==> config.mk <==
export PLATFORM = sky130hd
export DESIGN_NAME = aes_job_scheduler
export DESIGN_NICKNAME = d
export VERILOG_FILES = /design/src/rtl/aes_sched_pkg.sv /design/src/rtl/aes_job_scheduler_rr_arbiter.sv /design/src/rtl/aes_job_scheduler.sv
export SDC_FILE = /design/constraint.sdc
export NUM_CORES = 1
export LEC_CHECK = 0
export CORE_AREA = 2 2 411 413
export CTS_BUF_LIST = sky130_fd_sc_hd__clkbuf_8
export CTS_CLUSTER_SIZE = 30
export DETAILED_ROUTE_END_ITERATION = 8
export DIE_AREA = 0 0 413 415
export PLACE_DENSITY_LB_ADDON = 0.08
export SLEW_MARGIN = 15
export SYNTH_ARGS = -nofsm -noshare
export SYNTH_HDL_FRONTEND = slang
export SYNTH_SLANG_ARGS = --single-unit
export TNS_END_PERCENT = 5
==> constraint.sdc <==
create_clock -name clk_i -period 2.4 [get_ports clk_i]
set_input_delay 0.48 -clock clk_i [delete_from_list [all_inputs] [get_ports clk_i]]
set_output_delay 0.48 -clock clk_i [all_outputs]
set_load 0.05 [all_outputs]
==> src/rtl/aes_sched_pkg.sv <==
// aes_sched_pkg: shared types and constants for the AES128 job scheduler.
//   sched_state_t        - scheduler FSM states (IDLE, LAUNCH, WAIT, RESPOND)
//   AES_BLOCK_W          - AES block width in bits
//   AES_KEY_W            - AES key width in bits
//   DEFAULT_CORE_LATENCY - start-to-result latency of the attached AES128 core
package aes_sched_pkg;

    localparam int AES_BLOCK_W          = 128;
    localparam int AES_KEY_W            = 128;
    localparam int DEFAULT_CORE_LATENCY = 11;

    typedef enum logic [1:0] {
        IDLE,
        LAUNCH,
        WAIT,
        RESPOND
    } sched_state_t;

endpackage

==> src/rtl/aes_job_scheduler_rr_arbiter.sv <==
// rr_arbiter: combinational round-robin arbiter.
//   req_i - request vector, one bit per requester
//   ptr_i - highest-priority requester index; search runs upward from here with wrap
//   gnt_o - one-hot grant (all zero when no request)
//   idx_o - index of the granted requester (0 when no request)
module rr_arbiter #(
    parameter int N = 2
) (
    input  logic [N-1:0]         req_i,
    input  logic [$clog2(N)-1:0] ptr_i,
    output logic [N-1:0]         gnt_o,
    output logic [$clog2(N)-1:0] idx_o
);

    localparam int IW = $clog2(N);

    logic          found;
    logic [IW-1:0] j;

    always_comb begin
        gnt_o = '0;
        idx_o = '0;
        found = 1'b0;
        j     = '0;
        for (int k = 0; k < N; k++) begin
            j = IW'((int'(ptr_i) + k) % N);
            if (!found && req_i[j]) begin
                found    = 1'b1;
                gnt_o[j] = 1'b1;
                idx_o    = j;
            end
        end
    end

endmodule

==> src/rtl/aes_job_scheduler.sv <==
// aes_job_scheduler: round-robin arbitration and sequencing of a shared AES128 core.
//   clk_i             - system clock, rising edge
//   rst_ni            - asynchronous active-low reset
//   req_valid_i       - per-requester job valid
//   req_ready_o       - per-requester job accept (only while idle, at most one bit)
//   req_sel_cypher_i  - per-requester mode, 1 = encrypt, 0 = decrypt
//   req_key_i         - per-requester key, requester i at [i*128 +: 128]
//   req_msg_i         - per-requester input block, same slicing
//   rsp_valid_o       - per-requester result valid (one-hot or zero)
//   rsp_ready_i       - per-requester result accept
//   rsp_data_o        - result block shared by all requesters
//   core_start_o      - one-cycle start pulse to the core
//   core_sel_cypher_o - mode to the core
//   core_key_o        - key to the core
//   core_msg_o        - block to the core
//   core_result_i     - core output block
//   busy_o            - high whenever not idle
//   job_count_o       - completed-job counter, wraps
module aes_job_scheduler
    import aes_sched_pkg::*;
#(
    parameter int N_REQ        = 2,
    parameter int CORE_LATENCY = DEFAULT_CORE_LATENCY,
    parameter int CNT_W        = 16
) (
    input  logic                         clk_i,
    input  logic                         rst_ni,
    input  logic [N_REQ-1:0]             req_valid_i,
    output logic [N_REQ-1:0]             req_ready_o,
    input  logic [N_REQ-1:0]             req_sel_cypher_i,
    input  logic [N_REQ*AES_KEY_W-1:0]   req_key_i,
    input  logic [N_REQ*AES_BLOCK_W-1:0] req_msg_i,
    output logic [N_REQ-1:0]             rsp_valid_o,
    input  logic [N_REQ-1:0]             rsp_ready_i,
    output logic [AES_BLOCK_W-1:0]       rsp_data_o,
    output logic                         core_start_o,
    output logic                         core_sel_cypher_o,
    output logic [AES_KEY_W-1:0]         core_key_o,
    output logic [AES_BLOCK_W-1:0]       core_msg_o,
    input  logic [AES_BLOCK_W-1:0]       core_result_i,
    output logic                         busy_o,
    output logic [CNT_W-1:0]             job_count_o
);

    localparam int IW = $clog2(N_REQ);
    localparam int LW = $clog2(CORE_LATENCY + 1);

    if (N_REQ < 2) begin : g_chk_nreq
        $error("aes_job_scheduler: N_REQ must be at least 2");
    end
    if (CORE_LATENCY < 1) begin : g_chk_lat
        $error("aes_job_scheduler: CORE_LATENCY must be at least 1");
    end

    sched_state_t           state_q, state_d;
    logic [IW-1:0]          ptr_q, ptr_d;
    logic [IW-1:0]          gidx_q, gidx_d;
    logic [LW-1:0]          cnt_q, cnt_d;
    logic [AES_KEY_W-1:0]   key_q, key_d;
    logic [AES_BLOCK_W-1:0] msg_q, msg_d;
    logic                   sel_q, sel_d;
    logic [AES_BLOCK_W-1:0] rsp_q, rsp_d;
    logic [CNT_W-1:0]       jobs_q, jobs_d;

    logic [N_REQ-1:0]       arb_gnt;
    logic [IW-1:0]          arb_idx;

    rr_arbiter #(
        .N(N_REQ)
    ) u_arb (
        .req_i(req_valid_i),
        .ptr_i(ptr_q),
        .gnt_o(arb_gnt),
        .idx_o(arb_idx)
    );

    always_ff @(posedge clk_i or negedge rst_ni) begin
        if (!rst_ni) begin
            state_q <= IDLE;
            ptr_q   <= '0;
            gidx_q  <= '0;
            cnt_q   <= '0;
            key_q   <= '0;
            msg_q   <= '0;
            sel_q   <= 1'b0;
            rsp_q   <= '0;
            jobs_q  <= '0;
        end else begin
            state_q <= state_d;
            ptr_q   <= ptr_d;
            gidx_q  <= gidx_d;
            cnt_q   <= cnt_d;
            key_q   <= key_d;
            msg_q   <= msg_d;
            sel_q   <= sel_d;
            rsp_q   <= rsp_d;
            jobs_q  <= jobs_d;
        end
    end

    // The core result is only ever sampled in WAIT, so output from a job
    // abandoned by reset simply goes unobserved.
    always_comb begin
        state_d = state_q;
        ptr_d   = ptr_q;
        gidx_d  = gidx_q;
        cnt_d   = cnt_q;
        key_d   = key_q;
        msg_d   = msg_q;
        sel_d   = sel_q;
        rsp_d   = rsp_q;
        jobs_d  = jobs_q;
        unique case (state_q)
            IDLE: begin
                // Ready mirrors the grant, so any valid request is a handshake
                // on the granted requester.
                if (|req_valid_i) begin
                    gidx_d  = arb_idx;
                    key_d   = req_key_i[arb_idx*AES_KEY_W +: AES_KEY_W];
                    msg_d   = req_msg_i[arb_idx*AES_BLOCK_W +: AES_BLOCK_W];
                    sel_d   = req_sel_cypher_i[arb_idx];
                    state_d = LAUNCH;
                end
            end
            LAUNCH: begin
                cnt_d   = LW'(CORE_LATENCY);
                state_d = WAIT;
            end
            WAIT: begin
                // Counter reads CORE_LATENCY in the first WAIT cycle, so the
                // count of 1 marks the cycle the core result becomes valid.
                cnt_d = cnt_q - LW'(1);
                if (cnt_q == LW'(1)) begin
                    rsp_d   = core_result_i;
                    state_d = RESPOND;
                end
            end
            RESPOND: begin
                if (rsp_ready_i[gidx_q]) begin
                    jobs_d  = jobs_q + CNT_W'(1);
                    ptr_d   = (gidx_q == IW'(N_REQ - 1)) ? '0 : gidx_q + IW'(1);
                    state_d = IDLE;
                end
            end
            default: state_d = IDLE;
        endcase
    end

    // Gated by reset so requesters see no accept while the block is held in reset.
    assign req_ready_o       = (state_q == IDLE && rst_ni) ? arb_gnt : '0;
    assign rsp_valid_o       = (state_q == RESPOND) ? (N_REQ'(1) << gidx_q) : '0;
    assign rsp_data_o        = rsp_q;
    assign core_start_o      = (state_q == LAUNCH);
    assign core_sel_cypher_o = sel_q;
    assign core_key_o        = key_q;
    assign core_msg_o        = msg_q;
    assign busy_o            = (state_q != IDLE);
    assign job_count_o       = jobs_q;

endmodule

# After elaboration in Yosys (flattened, before gate mapping)
# Index checks and enable logic that the tools add are counted.
totals:
  regBits: 409
  output_inout_bits: 407
op_classes:
  add_sub_neg: 4
  n_reduce_logical: 13
  mux: 25
  bitwise: 1
  eq_ne: 7
  magnitude_cmp: 6
  shift: 3
ops:
  columns: ["operator", "n"]
  rows:
  - ["variable part select 256 x 9 -> 128 bit", 2]
  - ["adder 16 x 1 -> 16 bit, second input constant", 1]
  - ["two-way mux 1 bit", 14]
  - ["two-way mux 2 bit", 7]
  - ["less-than comparator 1 x 2 -> 1 bit, second input constant", 4]
  - ["one-hot mux 2 bit (4 select lines)", 1]
  - ["one-hot mux 4 bit (2 select lines)", 1]
  - ["!= test 2 bit, second input constant", 3]
  - ["AND reduction 2 bit", 3]
  - ["== test 2 bit, second input constant", 2]
  - ["== test 4 x 1 -> 1 bit, second input constant", 1]
  - ["logical AND 1 bit", 4]
  - ["nonzero test 2 bit", 2]
  - ["subtractor 4 x 1 -> 4 bit, second input constant", 1]
  - ["AND reduction 3 bit", 1]
  - ["adder 1 bit, second input constant", 2]
  - ["demux 1 bit (select 1 bit)", 2]
  - ["== test 2 x 1 -> 1 bit, second input constant", 1]
  - ["greater-or-equal comparator 1 bit, second input constant", 2]
  - ["zero test 2 bit", 1]
  - ["OR 2 bit", 1]
  - ["OR reduction 2 bit", 1]
  - ["<< shifter 1 x 1 -> 2 bit, first input constant", 1]
  - ["zero test 1 bit", 1]

# Depth between registers and ports, before layout
logic_depth:
  ltp_word: 8
  ltp_mapped: 8
  mapped_depth_nobuf: 6

# Cells and area by module
# Synthesis repeated with hierarchy kept, for this count alone.
hier_totals:
  cells_unflattened: 1501
  area_unflattened_um2: 17566.8
by_module_without_submodules:
  columns: ["module", "cells_per_inst", "seq_area_each_um2", "area_per_inst_um2", "instances"]
  rows:
  - ["aes_job_scheduler", 1497, 10234.8, 17536.8, 1]
  - ["rr_arbiter", 4, 0.0, 30.0, 1]

# Worst setup path after synthesis
# OpenSTA, ideal clock, no wires.
synth_path:
  path_kind: "reg-to-output"
  from: "reg state_q[0]"
  to: "out req_ready_o[0]"
  arrival_ns: 1.956
  path_slack_ns: -0.036
  required_time_ns: 1.920
  stages_incl_launch_ff: 5
  path_buffers: 0
  cell_sequence: "dfrtp_1 > inv_1 > ha_1 > nand2_1 > a211oi_1"
synth_between:
  elab_chain_cells: 3
synth_rtl:
  columns: ["item", "line", "text"]
  rows:
  - ["start: declaration", "aes_job_scheduler.sv:55", "sched_state_t state_q, state_d;"]
  - ["start signal: assignment", "aes_job_scheduler.sv:89", "state_q <= state_d;"]
  - ["zero test 2 bit", "aes_job_scheduler.sv:150", "assign req_ready_o = (state_q == IDLE && rst_ni) ? arb_gnt : '0;"]
  - ["logical AND 1 bit", "aes_job_scheduler.sv:150", null]
  - ["two-way mux 2 bit", "aes_job_scheduler.sv:150", null]
  - ["end: declaration", "aes_job_scheduler.sv:29", "output logic [N_REQ-1:0] req_ready_o,"]
# Every way passes these cells.

# Final worst setup path
layout_path:
  from: "reg state_q[1]"
  to: "out req_ready_o[0]"
# Same word-level chain as after synthesis.

==> out/metrics.csv <==
stage,metric,value,unit
detailed_routing,vias per inst,3.26,
detailed_routing,number of nets with antenna violations after detailed routing,0,
logic_synthesis,number of storage elements in the synthesis netlist,409,
power_and_ir_drop,switching share of power,49.3,%
global_routing,vias in the first global route,18000,
sta,unrepaired setup endpoints after global routing,yes,
logic_synthesis,area fraction in compound gates after synthesis,7.69,%
sta,worst-case clock skew,0.0263,ns
setup_path,critical path class,reg -> out,
logic_synthesis,number of synthesized flops with an enable pin,0,
clocking,clock input transition at the sequential cells of the worst setup and hold paths,0.05,ns
logic_synthesis,adder-cell share of the synthesized area,0.568,%
setup_path,CP Launch Type,register,
logic_synthesis,post-synthesis cell type count,35,
sta,Pins Over Slew Limit,0,
clocking,source-to-sink clock delay at the later pin of the worst-skew pair,0.77,ns
power_and_ir_drop,Logic pwr share,51.4,%
logic_synthesis,Mapped Cells,1500,
logic_synthesis,Post-Synthesis Mean Instance Area,11.8,um^2
sta,share of the cycle needed by the critical path after routing,98.6,%
global_routing,global-route wire length before repair,144000,um
global_routing,initial antenna violation count,60,
logic_synthesis,"Seq/Total Area, Yosys",58.1,%
power_and_ir_drop,clock network power share,21.9,%
worst_hold_path,start point of the worst min-delay path,core_result_i[36],
finish,Final Util,20.0,%
floorplan,DIE HEIGHT,415,um
setup_path,biggest cell delay along the critical path,0.41,ns
floorplan,starting density of the core,10.6,%
global_routing,pin count of the biggest net entering global routing,139,
finish,Fillers,18300,
clocking,total number of H-tree levels,3,
finish,# nets final,3314,
sta,Max Clock Freq,0.422,GHz
setup_path,Crit. End Element,output pin,
power_and_ir_drop,Pwr per Cell Area,1220,mW/mm^2
placed_design,routability cong.,0.793,
detailed_routing,average wire length per cell after detail routing,21.5,um
clocking,maximum buffer depth of the clock tree,3,
setup_path,category of cells accounting for the largest share of critical-path delay,flip-flops,
clocking,TritonCTS Buffers,95,
finish,most used cells in the layout excluding fill and tap cells,"clkdlybuf4s50_1 (646), dfrtp_1 (409), dlygate4sd2_1 (359), nand2_1 (267)",
logic_synthesis,dominant register cell in the synthesized netlist,dfrtp_1,
job,max_cap viols,0,
placed_design,Port Buffers,1054,
finish,"leading cell type in the layout, fill and taps excluded",clkdlybuf4s50_1,
setup_path,WP data arrival,1.89,ns
finish,synthesis-to-layout area growth,89.1,%
detailed_routing,Total Wirelength,106000,um
floorplan,chip width,413,um
logic_synthesis,xor and xnor fraction of the mapped netlist area,0.745,%
setup_path,cell with the largest stage delay on the worst path,dfrtp_1,
detailed_routing,count of routing violations after the opening detailed-route iteration,532,
logic_synthesis,"area fraction in and, or, nand and nor cells after synthesis",6.79,%
power_and_ir_drop,total internal power,0.0207,W
detailed_routing,Post-route DRC,0,
sta,final setup vio count,0,
sta,Fin Setup TNS,0,ns
clocking,Sinks on Clock Net,409,
sta,Worst Tran Pin Value,1.05,ns
floorplan,count of standard-cell rows,150,
finish,fraction of layout instances using a drive strength above 1,11.3,%
finish,area occupied by multi-input gates,0.00693,mm^2
power_and_ir_drop,leakage dissipation,15.3,nW
global_routing,grt ovf,0,
setup_path,ordered list of cells on the worst path,inv_2 > ha_4 > nand2_4 > a211oi_4 > buf_12,
detailed_routing,Pre-antenna DRT Iters,5,
setup_path,biggest fanout along the worst timing path,3,
setup_path,Crit Reg-Reg Startpoint,state_q[0],
sta,total count of hold-check failures in the final report,0,
logic_synthesis,number of nets produced by synthesis,2156,
power_and_ir_drop,power dissipated by switching net loads,0.0201,W
power_and_ir_drop,Max VDD drop,0.404,mV
setup_path,buffering stage count on the worst path with inverters included,2,
sta,remaining max-slew budget at the tightest pin,29.8,%
logic_synthesis,multiplexer fraction of the synthesized cell area,23.0,%
finish,storage element area,0.0102,mm^2
detailed_routing,total number of vias,16200,
floorplan,Core Area,0.167,mm^2
setup_path,data required time of the worst path,1.92,ns
setup_path,worst setup path start,state_q[1],
logic_synthesis,main combinational cell family by area after synthesis,multiplexers,
logic_synthesis,Post-Syn Area,0.0176,mm^2
worst_hold_path,HP Class,in -> reg,
logic_synthesis,proportion of register bits with asynchronous set or reset after synthesis,100,%
placed_design,detailed placement HPWL,85100,um
clocking,clock root cell,clkbuf_8,
logic_synthesis,Syn. warnings,0,
global_routing,global-route usage over all layers,12.1,%
sta,crit path time final,2.37,ns
clocking,CTS tree,done,
floorplan,die area,0.171,mm^2
outcome,result of the run,"finished, final reports clean",
power_and_ir_drop,sequential share of power,26.7,%
floorplan,boundary pin count,1055,
synthesized netlist by cell type (2+ instances only):
cell	instances	area, um^2
mux2i_1	258	2580
mux2_2	8	90.1
nand4_1	3	18.8
xnor2_1	11	96.3
o21ai_1	260	1300
buf_2	17	85.1
nor2_1	11	41.3
nand3_1	9	45.0
o21ai_0	2	10.0
ha_1	8	100
clkbuf_1	52	195
mux2_1	122	1370
nand2_1	268	1010
buf_1	2	7.51
buf_4	31	233
inv_1	7	26.3
xor2_1	4	35.0
dfrtp_1	409	10200
nor4_2	2	25.0
routing by layer:
layer / up-vias / part of all wire [%] / global-route usage, %
met3: 216 / 11 / 5.85
met1: 7609 / 35 / 11.9
met4: 66 / 3.0 / 4.82
met2: 699 / 51 / 21.5
met5: - / 0.39 / 0
li1: 7569 / - / -
path summary, 6_finish.rpt:
path / end / slack, ns / cells after the start
max reg2reg: rsp_data_o[81] / 0.45 / 8
max: req_ready_o[0] / 0.03 / 5
max in group asynchronous: core_key_o[30] / 0.66 / 3
min in group asynchronous: cnt_q[3] / 0.86 / 3
min: rsp_data_o[36] / 0.31 / 2
min reg2reg: rsp_data_o[108] / 0.47 / 1
cells by family after synthesis:
logic type      after synthesis
compound gates              268
flops                       409
xor+xnor                     15
mux                         389
simple gates                302
fa+ha+maj                     8
buf+inv                     109
power groups by stage:
| stage | clock [W] | combinational (W) | sequential (W) |
|---|---|---|---|
| after floorplan | 0 | 0.00451 | 0.0193 |
| after global placement | 0 | 0.0228 | 0.0110 |
| after detailed placement | 0 | 0.0228 | 0.0111 |
| after CTS | 0.00958 | 0.0214 | 0.0109 |
| after global routing | 0.00979 | 0.0223 | 0.0113 |
| final | 0.00894 | 0.0209 | 0.0109 |
registers in the layout, summed over array words and instances, names as in the netlist:
register	flops
core_key_o	128
state_q	2
job_count_o	16
ptr_q	1
core_sel_cypher_o	1
gidx_q	1
rsp_data_o	128
cnt_q	4
core_msg_o	128
stage by stage:
step                      setup slack (ns)  hold slack (ns)  cell area, um^2  total power (W)  std cells
after global placement              -0.159            0.468            31500           0.0339       4759
final                               0.0326            0.307            33300           0.0407       4956
after floorplan                      0.161            0.184            17600           0.0238       1500
after global routing                -0.106            0.222            33300           0.0433       4948
after detailed placement            -0.140            0.474            31500           0.0339       4759
after CTS                           -0.120            0.140            33300           0.0420       4940
final cells by class:
cell class / instances / area share [%]
Antenna cell: 16 / 0.120
Clock buffer: 131 / 5.41
Clock inverter: 44 / 0.837
Inverter: 7 / 0.0863
Multi-Input combinational cell: 982 / 20.8
Sequential cell: 409 / 30.7
Tap cell: 2204 / 8.27
Timing Repair Buffer: 1163 / 33.8
timing repair:
action                     4_1_cts  5_1_grt
resized for setup              436        0
hold endpoints to repair       369        0
setup buffers                    5        0
setup endpoints to repair      388        3
pin swaps                        3        0
gates cloned                     0        0
hold buffers                     1        0
(Power assumes the default switching activity.)
